## src/rtl/pipeline_sequencer.sv

```systemverilog
`default_nettype none
// ============================================================================
// Module      : pipeline_sequencer
// Description : Stall/flush sequencer for the 5-stage pipeline: data-memory
//               wait FSM, load-use stall, IF/ID flush and perf counters.
// Revision    : 1.0 - initial release
// ============================================================================
module pipeline_sequencer #(
    parameter int MEM_TIMEOUT = 15,
    parameter int CNT_W       = 16
) (
    input  logic             clk,
    input  logic             rst,
    input  logic [4:0]       id_rs,
    input  logic [4:0]       id_rt,
    input  logic             id_useRt,
    input  logic [1:0]       id_PCsrc,
    input  logic             ex_memRead,
    input  logic [4:0]       ex_rd,
    input  logic             mem_memRead,
    input  logic             mem_memWrite,
    input  logic             dmem_ack,
    output logic             pc_en,
    output logic             ifid_en,
    output logic             ifid_flush,
    output logic             idex_en,
    output logic             idex_bubble,
    output logic             exmem_en,
    output logic             memwb_en,
    output logic             dmem_req,
    output logic             halted,
    output logic [CNT_W-1:0] stall_cnt,
    output logic [CNT_W-1:0] flush_cnt
);

    localparam int                  c_WAIT_W    = $clog2(MEM_TIMEOUT + 1);
    localparam logic [c_WAIT_W-1:0] c_WAIT_LAST = c_WAIT_W'(MEM_TIMEOUT - 1);

    typedef enum logic [1:0] {
        ST_RUN      = 2'd0,
        ST_MEM_WAIT = 2'd1,
        ST_HALT     = 2'd2
    } state_t;

    state_t              r_state;
    state_t              w_state_nxt;
    logic [c_WAIT_W-1:0] r_wait_cnt;
    logic [c_WAIT_W-1:0] w_wait_cnt_nxt;
    logic                r_halted;
    logic [CNT_W-1:0]    r_stall_cnt;
    logic [CNT_W-1:0]    r_flush_cnt;

    logic w_mem_acc;
    logic w_load_use;
    logic w_pc_en, w_ifid_en, w_ifid_flush, w_idex_en, w_idex_bubble;
    logic w_exmem_en, w_memwb_en, w_dmem_req;

    assign w_mem_acc  = mem_memRead | mem_memWrite;
    assign w_load_use = ex_memRead & (ex_rd != 5'd0) &
                        ((ex_rd == id_rs) | (id_useRt & (ex_rd == id_rt)));

    always_comb begin
        w_state_nxt    = r_state;
        w_wait_cnt_nxt = r_wait_cnt;
        w_pc_en        = 1'b0;
        w_ifid_en      = 1'b0;
        w_ifid_flush   = 1'b0;
        w_idex_en      = 1'b0;
        w_idex_bubble  = 1'b0;
        w_exmem_en     = 1'b0;
        w_memwb_en     = 1'b0;
        w_dmem_req     = 1'b0;

        case (r_state)
            ST_RUN, ST_MEM_WAIT: begin
                w_dmem_req = (r_state == ST_MEM_WAIT) ? 1'b1 : w_mem_acc;
                if ((r_state == ST_RUN && w_mem_acc && !dmem_ack) ||
                    (r_state == ST_MEM_WAIT && !dmem_ack)) begin
                    // Memory stall: whole pipeline frozen.
                    if (r_state == ST_RUN) begin
                        w_state_nxt    = ST_MEM_WAIT;
                        w_wait_cnt_nxt = '0;
                    end else if (r_wait_cnt == c_WAIT_LAST) begin
                        w_state_nxt    = ST_HALT;
                    end else begin
                        w_wait_cnt_nxt = r_wait_cnt + c_WAIT_W'(1);
                    end
                end else begin
                    w_state_nxt = ST_RUN;
                    w_idex_en   = 1'b1;
                    w_exmem_en  = 1'b1;
                    w_memwb_en  = 1'b1;
                    if (w_load_use) begin
                        // Redirect is deferred until the hazard clears.
                        w_idex_bubble = 1'b1;
                    end else begin
                        w_pc_en      = 1'b1;
                        w_ifid_en    = 1'b1;
                        w_ifid_flush = (id_PCsrc != 2'd0);
                    end
                end
            end
            default: begin
                w_state_nxt = ST_HALT;
            end
        endcase

        if (rst) begin
            w_pc_en       = 1'b0;
            w_ifid_en     = 1'b0;
            w_ifid_flush  = 1'b0;
            w_idex_en     = 1'b0;
            w_idex_bubble = 1'b0;
            w_exmem_en    = 1'b0;
            w_memwb_en    = 1'b0;
            w_dmem_req    = 1'b0;
        end
    end

    always_ff @(posedge clk) begin
        if (rst) begin
            r_state     <= ST_RUN;
            r_wait_cnt  <= '0;
            r_halted    <= 1'b0;
            r_stall_cnt <= '0;
            r_flush_cnt <= '0;
        end else begin
            r_state    <= w_state_nxt;
            r_wait_cnt <= w_wait_cnt_nxt;
            r_halted   <= (w_state_nxt == ST_HALT);
            if (!w_pc_en && r_state != ST_HALT && r_stall_cnt != '1)
                r_stall_cnt <= r_stall_cnt + CNT_W'(1);
            if (w_ifid_flush && r_flush_cnt != '1)
                r_flush_cnt <= r_flush_cnt + CNT_W'(1);
        end
    end

    assign pc_en       = w_pc_en;
    assign ifid_en     = w_ifid_en;
    assign ifid_flush  = w_ifid_flush;
    assign idex_en     = w_idex_en;
    assign idex_bubble = w_idex_bubble;
    assign exmem_en    = w_exmem_en;
    assign memwb_en    = w_memwb_en;
    assign dmem_req    = w_dmem_req;
    assign halted      = r_halted;
    assign stall_cnt   = r_stall_cnt;
    assign flush_cnt   = r_flush_cnt;

endmodule
`default_nettype wire

```

## config.mk

```make
export PLATFORM = sky130hd
export DESIGN_NAME = pipeline_sequencer
export DESIGN_NICKNAME = d
export VERILOG_FILES = /design/src/rtl/pipeline_sequencer.sv
export SDC_FILE = /design/constraint.sdc
export NUM_CORES = 1
export LEC_CHECK = 0
export CAP_MARGIN = 20
export CORE_AREA = 8 8 75 77
export DETAILED_ROUTE_END_ITERATION = 8
export DIE_AREA = 0 0 83 85
export PLACE_DENSITY_LB_ADDON = 0.3
export REMOVE_ABC_BUFFERS = 1
export SLEW_MARGIN = 20
export SYNTH_ARGS = -nofsm -noshare
export SYNTH_HDL_FRONTEND = slang
export SYNTH_SLANG_ARGS = --single-unit
```

## constraint.sdc

```tcl
create_clock -name clk -period 4.15 [get_ports clk]
set_input_delay 0.83 -clock clk [delete_from_list [all_inputs] [get_ports clk]]
set_output_delay 0.83 -clock clk [all_outputs]
set_load 0.03 [all_outputs]
```

==> out/results.env <==
RUN_STATUS='completed'
GLOBALPLACE.CONGESTION=0.809
PLACE_HPWL_MM=4.19
SYNTH_AREA_LEADERS='sky130_fd_sc_hd__dfxtp_1 (37%), sky130_fd_sc_hd__a21oi_1 (6.4%), sky130_fd_sc_hd__or4_1 (5.7%)'
HOLD_BUF_CTS=0
PATH_COMMON_CELL='sky130_fd_sc_hd__clkdlybuf4s50_1'
LAYOUT_WORST_PATH_CYCLE_SHARE_PCT=94.9
DIE_H_UM=85
PLACE.PORT_BUFFERS=64
FINAL-SETUP-VIOL-COUNT=0
SLEW_HEADROOM_PCT=61.7
FINISH.INSTANCE_AREA_UM2=2870
SYNTH-XOR-AREA-SHARE_PCT=5.39
WORST-PATH-MAX-FANOUT=5
SYNTH_TOP_FAMILY_BY_AREA='simple AND/OR/NAND/NOR gates'
VIA_PER_INST=5.75
SYN_AVG_CELL_AREA_UM2=8.16
DPL_CELL_AREA_UM2=2750
MOST_REPEATED_CELL_IN_THE_GATE_LEVEL_NETLIST_AFTER_SYNTHESIS='sky130_fd_sc_hd__dfxtp_1'
POWER_SWITCHING_mW=0.216
AREA_DELTA_SYNTH_FINAL_PCT=35.6
INITIALDRTVIOLATIONCOUNT=149
POST-ROUTE-DRC-COUNT=0
NUMCLOCKSINKS=39
NUMBER_OF_POST_CTS_SETUP_REPAIR_BUFFERS=0
YS_SEQ_ELEMENTS=39
SYNTH.TOP_CELL.AREA_SHARE_PCT=36.9
INITIAL_UTILIZATION_PCT=46.6
CLOCK_TREE.HTREE_LEVEL_COUNT=2
DRTPASS1ITERATIONS=4
POST_DRT_WL_PER_CELL_UM=15.0
FP-ROW-COUNT=25
TIMING.CLOCK.SKEW_NS=0.00976
SYNTHSIMPLEGATEAREAFRAC_PCT=26.8
CLOCK_LATENCY_NS=0.29
POST_SYNTH_MOST_FREQUENT_CELLS='sky130_fd_sc_hd__dfxtp_1 (39), sky130_fd_sc_hd__a21oi_1 (27), sky130_fd_sc_hd__nor2_1 (21)'
WORSTPATHARRIVAL_NS=3.11
CP_DATA_REQUIRED_TIME_NS=3.32
DR_TOTAL_VIAS=2132
FP.COREAREA_UM2=4540
TRITONCTS='yes'
WIRE_LENGTH_OF_THE_FIRST_GLOBAL_ROUTING_PASS_MM=9.02
WORSTPATHCELLLIST='clkdlybuf4s50_1 -> or4_1 -> o21a_1 -> a21o_1 -> inv_1 -> clkdlybuf4s50_1'
CATEGORY_OF_THE_WORST_SETUP_PATH_LAUNCH_POINT='input pin'
SYNTH_TOP_AREA_CELL='sky130_fd_sc_hd__dfxtp_1'
BOUNDARYPINS=65
NUM_ANTENNA_CELLS=0
SETUP.WORST_PATH.CLASS='input pin to output port'
MAX_SLEW.WORST_PIN.SLEW_NS=0.574
DETAIL-ROUTE-ANTENNA-NETS=0
MAXCAPVIOLCOUNT=0
SYNTH_MUX_AREA_SHARE_PCT=1.48
CLOCK_PATH_BUFFERS=2
GRT-OVFL-TOTAL=0
TOTALWIRELENGTH_MM=5.55
CLKPWRFRAC_PCT=38.3
PWR_DENSITY_nW_PER_UM2=290
GRT_MAX_DEGREE=36
P_SEQ_SHARE_PCT=46.5
POST_SYNTHESIS_CELL_COUNT=259
INTPOWER_mW=0.616
DIE_W_UM=83
SHARE_COMB_OF_TOTAL_POWER_PCT=15.1
NUMBER_OF_ANTENNA_VIOLATIONS_AT_THE_FIRST_CHECK_IN_GLOBAL_ROUTING=0
SYNTH_COMPOUND_GATE_AREA_SHARE_PCT=20.8
STATIC-LEAKAGE-POWER_nW=0.931
POST_SYNTH_NUM_CELL_TYPES=40
FINAL_COUNT_OF_HOLD_TIMING_VIOLATIONS=0
PART_OF_THE_YOSYS_AREA_USED_FOR_SEQUENTIAL_ELEMENTS_PCT=36.9
PATH_CLK_SLEW_NS=0.07
SYNTHFLOPTYPE='sky130_fd_sc_hd__dfxtp_1'
RSZ_0062_RAISED_AFTER_GLOBAL_ROUTING='no'
CTS.ROOT.BUFFER_CELL='sky130_fd_sc_hd__clkbuf_8'
DIE-AREA_UM2=7060
CRITICAL_PATH.SLOWEST_CELL='sky130_fd_sc_hd__clkdlybuf4s50_1'
TIMING.HOLD.WORST.CLASS='flop to flop'
POWER.SHARE.SWITCHING_PCT=25.9
SLEW_VIOL_FINAL=0
TRACK_USAGE_PCT=14.8
TNS_NS=0
SYNTH_EDF_COUNT=0
CTS_INSERTED_BUFFERS=5
YS.WARNINGS.COUNT=0
GRT_PASS1_VIAS=1965
DRIVE_GT1_SHARE_PCT=5.36
SYNTH_ADDER_AREA_SHARE_PCT=2.37
SYNTH_ASYNC_SR_FLOP_SHARE_PCT=0
POST-ROUTE-MIN-PERIOD_NS=3.94
END_KIND='output port'
NETLIST_AREA_UM2=2110
WORST_IR_DROP_VDD_mV=0.149
CRIT_PATH_MAX_INCR_DELAY_NS=0.70
CLOCK.FMAX_MHz=254
POST_CTS_RESIZE_COUNT=0
LAYOUT.NETS=344
## final timing paths
check        cells past startpoint     startpoint            end  slack, ns
max                              6       ex_rd[1]          pc_en       0.21
min                              2  stall_cnt[15]  stall_cnt[15]       0.50
max reg2reg                      7   stall_cnt[0]   stall_cnt[1]       1.75
min reg2reg                      2  stall_cnt[15]  stall_cnt[15]       0.50
## logic make-up (layout without fill, tap and decap cells)
family          after synthesis  in the layout
compound gates               70             70
mux                           3              3
buf+inv                      27             85
flops                        39             39
xor+xnor                     13             13
simple gates                103            103
fa+ha+maj                     4              4
## layout by cell type, fill, tap and decap left out, types with 9 or more instances in the layout
cell type / count
sky130_fd_sc_hd__xnor2_1: 12
sky130_fd_sc_hd__nand2_1: 14
sky130_fd_sc_hd__or4_1: 16
sky130_fd_sc_hd__nand3_1: 15
sky130_fd_sc_hd__nor2_1: 21
sky130_fd_sc_hd__dfxtp_1: 39
sky130_fd_sc_hd__or3_1: 9
sky130_fd_sc_hd__clkdlybuf4s50_1: 64
sky130_fd_sc_hd__inv_1: 9
sky130_fd_sc_hd__a21oi_1: 27
sky130_fd_sc_hd__o31ai_1: 15
## power by group through the flow
stage	Clock, mW	Combinational, mW	Sequential [mW]
final	0.319	0.126	0.387
after global routing	0.346	0.135	0.388
after CTS	0.324	0.126	0.387
after detailed placement	0	0.126	0.396
after global placement	0	0.125	0.396
after floorplan	0	0.0533	0.404
## cell type report
| type | instances | area (µm²) |
|---|---|---|
| fillers | 409 | 1670 |
| multi-input cells | 193 | 1200 |
| flip-flops and latches | 39 | 781 |
| repair buffers | 68 | 671 |
| clock buffers | 5 | 68.8 |
| well taps | 54 | 67.6 |
| clock inverters | 3 | 43.8 |
| inverters | 9 | 33.8 |
## metal layers
metal,vias up,track usage [%],share of wire (%)
met5,-,0,0
met4,0,3.04,0.76
met3,5,5.17,4.9
met2,40,26.9,50
met1,1005,16.0,44
li1,1082,-,-
## stage by stage
step	instances	util, %	hold slack, ns	worst slack, ns	total power [mW]
floorplan	241	-	0.459	0.924	0.457
global placement	363	60.7	0.467	0.257	0.521
global route	371	63.2	0.529	0.155	0.870
CTS	371	63.2	0.503	0.203	0.837
detailed placement	363	60.7	0.488	0.207	0.522
finish	371	63.2	0.499	0.214	0.832
## worst max-delay path: cells and delay by family
family                 cells  cell delay (ns)
AND/OR/NAND/NOR            1             0.54
buffers and inverters      3             1.32
AO/OA/AOI/OAI              2             0.42
## registers in the layout (all words and copies together), names as in the netlist
signal      cells
flush_cnt      16
stall_cnt      16
r_wait_cnt      4
r_state         2
halted          1
No activity file was read; power rests on OpenSTA's default activity.
==> variant 1 (same settings) <==
The 3 states of `state_t` get a one-hot encoding in 3 bits.
--- a/src/rtl/pipeline_sequencer.sv
+++ b/src/rtl/pipeline_sequencer.sv
@@ -38,6 +38,6 @@
 
-    typedef enum logic [1:0] {
-        ST_RUN      = 2'd0,
-        ST_MEM_WAIT = 2'd1,
-        ST_HALT     = 2'd2
+    typedef enum logic [2:0] {
+        ST_RUN      = 3'b001,
+        ST_MEM_WAIT = 3'b010,
+        ST_HALT     = 3'b100
     } state_t;
Behaviour: no difference found for any inputs over 10 cycles, from zero or initial values and one cycle with rst high; not proved beyond that.
==> variant 1 against the original RTL <==
Wire length is 4.1% higher; worst setup slack better by 0.46 ns; hold slack better by 0.0053 ns; sequential cell count is 1 higher; cell area grew 3.4%; global-route usage up 0.74 points; total power grew 1.2%; synthesized area up 5.3%; critical path type unchanged; largest cell class unchanged.
==> variant 1: results <==
# TYPE chip_impl_metric gauge
chip_impl_metric{name="crit_arrival",unit="ns"} 2.64
chip_impl_info{name="outcome",value="finished clean"} 1
chip_impl_info{name="holdCritStartpoint",value="flush_cnt[9]$_SDFFE_PP0P_"} 1
chip_impl_metric{name="synthXorXnorAreaFrac",unit="%"} 5.512
chip_impl_info{name="timing.critical_path.slowest_stage_cell",value="sky130_fd_sc_hd__or4_4"} 1
chip_impl_metric{name="final_layout_size_suffix_gt1_share",unit="%"} 8.788
chip_impl_metric{name="r2r.worst_path.cells",unit=""} 5
chip_impl_metric{name="buffer_area_share",unit="%"} 22.04
chip_impl_metric{name="route.detailed.vias_per_inst",unit=""} 5.758
chip_impl_metric{name="m1WireLength",unit="mm"} 2.573
chip_impl_metric{name="clock_area_share",unit="%"} 3.125
chip_impl_metric{name="grt_start_max_net_pins",unit=""} 23
chip_impl_metric{name="met3_wirelength",unit="um"} 301
chip_impl_metric{name="drt_iter0_drc",unit=""} 128
chip_impl_metric{name="placement.cell_area",unit="mm^2"} 0.002870
chip_impl_info{name="post_synth_main_area_contributors",value="sky130_fd_sc_hd__dfxtp_1 36%, sky130_fd_sc_hd__a21oi_1 5.2%, sky130_fd_sc_hd__xnor2_1 4.3%"} 1
chip_impl_metric{name="final_area",unit="mm^2"} 0.002963
chip_impl_info{name="hold_end",value="flush_cnt[9]$_SDFFE_PP0P_"} 1
chip_impl_metric{name="seqCellArea",unit="um^2"} 800.8
chip_impl_metric{name="tightest_slew",unit="ns"} 1.071
chip_impl_metric{name="grtUsageTotal",unit="%"} 15.50
chip_impl_info{name="crit-reg2reg-launch",value="r_state[2]$_SDFF_PP0_"} 1
chip_impl_metric{name="layout_worst_path_cycle_share",unit="%"} 83.66
chip_impl_metric{name="ys_seq_area_share",unit="%"} 36.00
chip_impl_metric{name="gp_routability_congestion",unit=""} 0.8144
chip_impl_metric{name="cts.sinks",unit=""} 40
chip_impl_metric{name="yosysUniqueCellTypes",unit=""} 49
chip_impl_metric{name="inverters",unit=""} 10
chip_impl_metric{name="route.final.wire_length",unit="mm"} 5.780
chip_impl_metric{name="timing.critical_path.slowest_cell_delay",unit="ns"} 0.56
chip_impl_metric{name="grt_use_met1",unit="%"} 17.12
chip_impl_metric{name="multiInputGateArea",unit="mm^2"} 0.001311
chip_impl_metric{name="final.fill_count",unit=""} 396
chip_impl_info{name="synthTopCellsByCount",value="40 x sky130_fd_sc_hd__dfxtp_1, 23 x sky130_fd_sc_hd__a21oi_1, 18 x sky130_fd_sc_hd__nand2_1, 18 x sky130_fd_sc_hd__nor2_1, 13 x sky130_fd_sc_hd__nand3_1"} 1
chip_impl_metric{name="place_inst",unit=""} 376
[variant 1: cell count changes in the layout (fill, tap and decap cells not counted), moves of 4 or more]
cell,delta
sky130_fd_sc_hd__nor4_1,+6
sky130_fd_sc_hd__o31ai_1,-4
sky130_fd_sc_hd__mux2_2,+4
sky130_fd_sc_hd__a21oi_1,-4
sky130_fd_sc_hd__buf_4,+7
sky130_fd_sc_hd__or4_1,-6
sky130_fd_sc_hd__clkdlybuf4s50_1,-7
sky130_fd_sc_hd__and2_1,+4
sky130_fd_sc_hd__nand2_1,+4
[variant 1: power by group]
| group | internal (mW) | leakage, nW | switching (mW) |
|---|---|---|---|
| Combinational | 0.0738 | 0.630 | 0.0926 |
| Clock | 0.119 | 0.0404 | 0.148 |
| Sequential | 0.395 | 0.324 | 0.0138 |
==> variant 2 (same flow settings) <==
Made on the original files. Set the parameter `MEM_TIMEOUT` to 16 (it was 15).
--- a/src/rtl/pipeline_sequencer.sv
+++ b/src/rtl/pipeline_sequencer.sv
@@ -8,3 +8,3 @@
 module pipeline_sequencer #(
-    parameter int MEM_TIMEOUT = 15,
+    parameter int MEM_TIMEOUT = 16,
     parameter int CNT_W       = 16
Behaviour: no difference found for any inputs over 10 cycles, from zero or initial values and one cycle with rst high; that may be too few to reach the edited logic, so the function may still have changed.
==> variant 2 against the original RTL <==
Worst setup slack improved by 0.23 ns; sequential share of layout area fell by 0.29 points; sequential cell count rose by 1; highest routed layer unchanged; synthesized area rose by 5.4%; cell area rose by 3.7%; first-iteration DRC count fell by 19%; largest cell class unchanged; die area did not move; via count rose by 9.1%; wire length rose by 6.2%; total power fell by 6.2%; non-clock buffer count fell by 1.
==> variant 2: results <==
# TYPE chip_impl_metric gauge
chip_impl_metric{name="placement.cell_area",unit="mm^2"} 0.002877
chip_impl_metric{name="grtUsageTotal",unit="%"} 16.20
chip_impl_metric{name="largest_fanout_on_the_critical_path",unit=""} 3
chip_impl_metric{name="p_leak",unit="nW"} 0.9808
chip_impl_info{name="outcome",value="finished clean"} 1
chip_impl_metric{name="wl_per_cell",unit="um"} 15.35
chip_impl_metric{name="fin_worst_hold_slack",unit="ns"} 0.4757
chip_impl_metric{name="tightest_slew",unit="ns"} 0.8034
chip_impl_metric{name="synth_top_area_share",unit="%"} 35.93
chip_impl_info{name="post_synth_main_area_contributors",value="sky130_fd_sc_hd__dfxtp_1 36%, sky130_fd_sc_hd__a21oi_1 5.6%, sky130_fd_sc_hd__o31ai_1 5.1%"} 1
chip_impl_metric{name="layout_worst_path_cycle_share",unit="%"} 89.31
chip_impl_metric{name="dp_worst_setup_slack",unit="ns"} 0.4340
chip_impl_metric{name="finClkSkew",unit="ns"} 0.006681
chip_impl_metric{name="gp_routability_congestion",unit=""} 0.7929
chip_impl_metric{name="place.detailed.hpwl",unit="mm"} 4.336
chip_impl_info{name="hold_end",value="r_wait_cnt[1]$_SDFFE_PP0P_"} 1
chip_impl_metric{name="drt_iter0_drc",unit=""} 120
chip_impl_metric{name="fin_nets",unit=""} 357
chip_impl_metric{name="crit_arrival",unit="ns"} 2.88
chip_impl_metric{name="place_inst",unit=""} 376
chip_impl_info{name="worst_r2r_endpoint",value="r_wait_cnt[3]$_SDFFE_PP0P_"} 1
chip_impl_metric{name="route.detailed.vias_per_inst",unit=""} 6.057
chip_impl_metric{name="fin_cells",unit=""} 384
chip_impl_metric{name="postSynthCellCount",unit=""} 272
chip_impl_info{name="crit-reg2reg-launch",value="r_wait_cnt[0]$_SDFFE_PP0P_"} 1
chip_impl_metric{name="final.fill_count",unit=""} 406
==> variant 2: critical path, stage by stage <==
cell and delay, ns:
sky130_fd_sc_hd__clkdlybuf4s50_1 0.47, sky130_fd_sc_hd__or4_4 0.57, sky130_fd_sc_hd__o21ai_2 0.17, sky130_fd_sc_hd__o21ai_2 0.09, sky130_fd_sc_hd__inv_1 0.07, sky130_fd_sc_hd__clkdlybuf4s50_1 0.67
==> variant 2: layout make-up <==
cell class	count	share of cell area (%)
Clock buffer	6	2.780
Multi-Input combinational cell	206	44.36
Sequential cell	40	26.96
Tap cell	54	2.275
Clock inverter	2	0.3370
Inverter	9	1.137
Timing Repair Buffer	67	22.16
==> variant 2: metal layers <==
metal | vias to the layer above | track usage (%) | share of wire (%)
met3 | 6 | 4.310 | 5.7
met5 | - | 0 | 0
met4 | 0 | 5.751 | 1.2
met1 | 1112 | 18.25 | 43
met2 | 69 | 28.57 | 51
li1 | 1139 | - | -
==> variant 2: kinds of logic after synthesis <==
logic type | count (synthesis) | share of synthesized area [%]
AND/OR/NAND/NOR | 115 | 28.58
AO/OA/AOI/OAI | 70 | 20.44
flip-flops | 40 | 35.93
buffers and inverters | 26 | 5.671
XOR/XNOR | 13 | 5.110
multiplexers | 4 | 2.021
adder cells (fa/ha/maj) | 4 | 2.246
==> variant 2: worst max path at each step <==
stage | to | cells past startpoint
after floorplan | ifid_en | 3
final | ifid_flush | 6
after global placement | ifid_flush | 6
after CTS | ifid_flush | 6
after global routing | idex_bubble | 6
after detailed placement | ifid_flush | 6
==> variant 2: power by group through the flow <==
stage               Sequential [mW]  Clock, mW  Combinational, mW
floorplan                     0.410          0             0.0494
global placement              0.404          0              0.114
detailed placement            0.404          0              0.116
CTS                           0.395      0.274              0.117
global route                  0.396      0.288              0.125
finish                        0.395      0.269              0.116
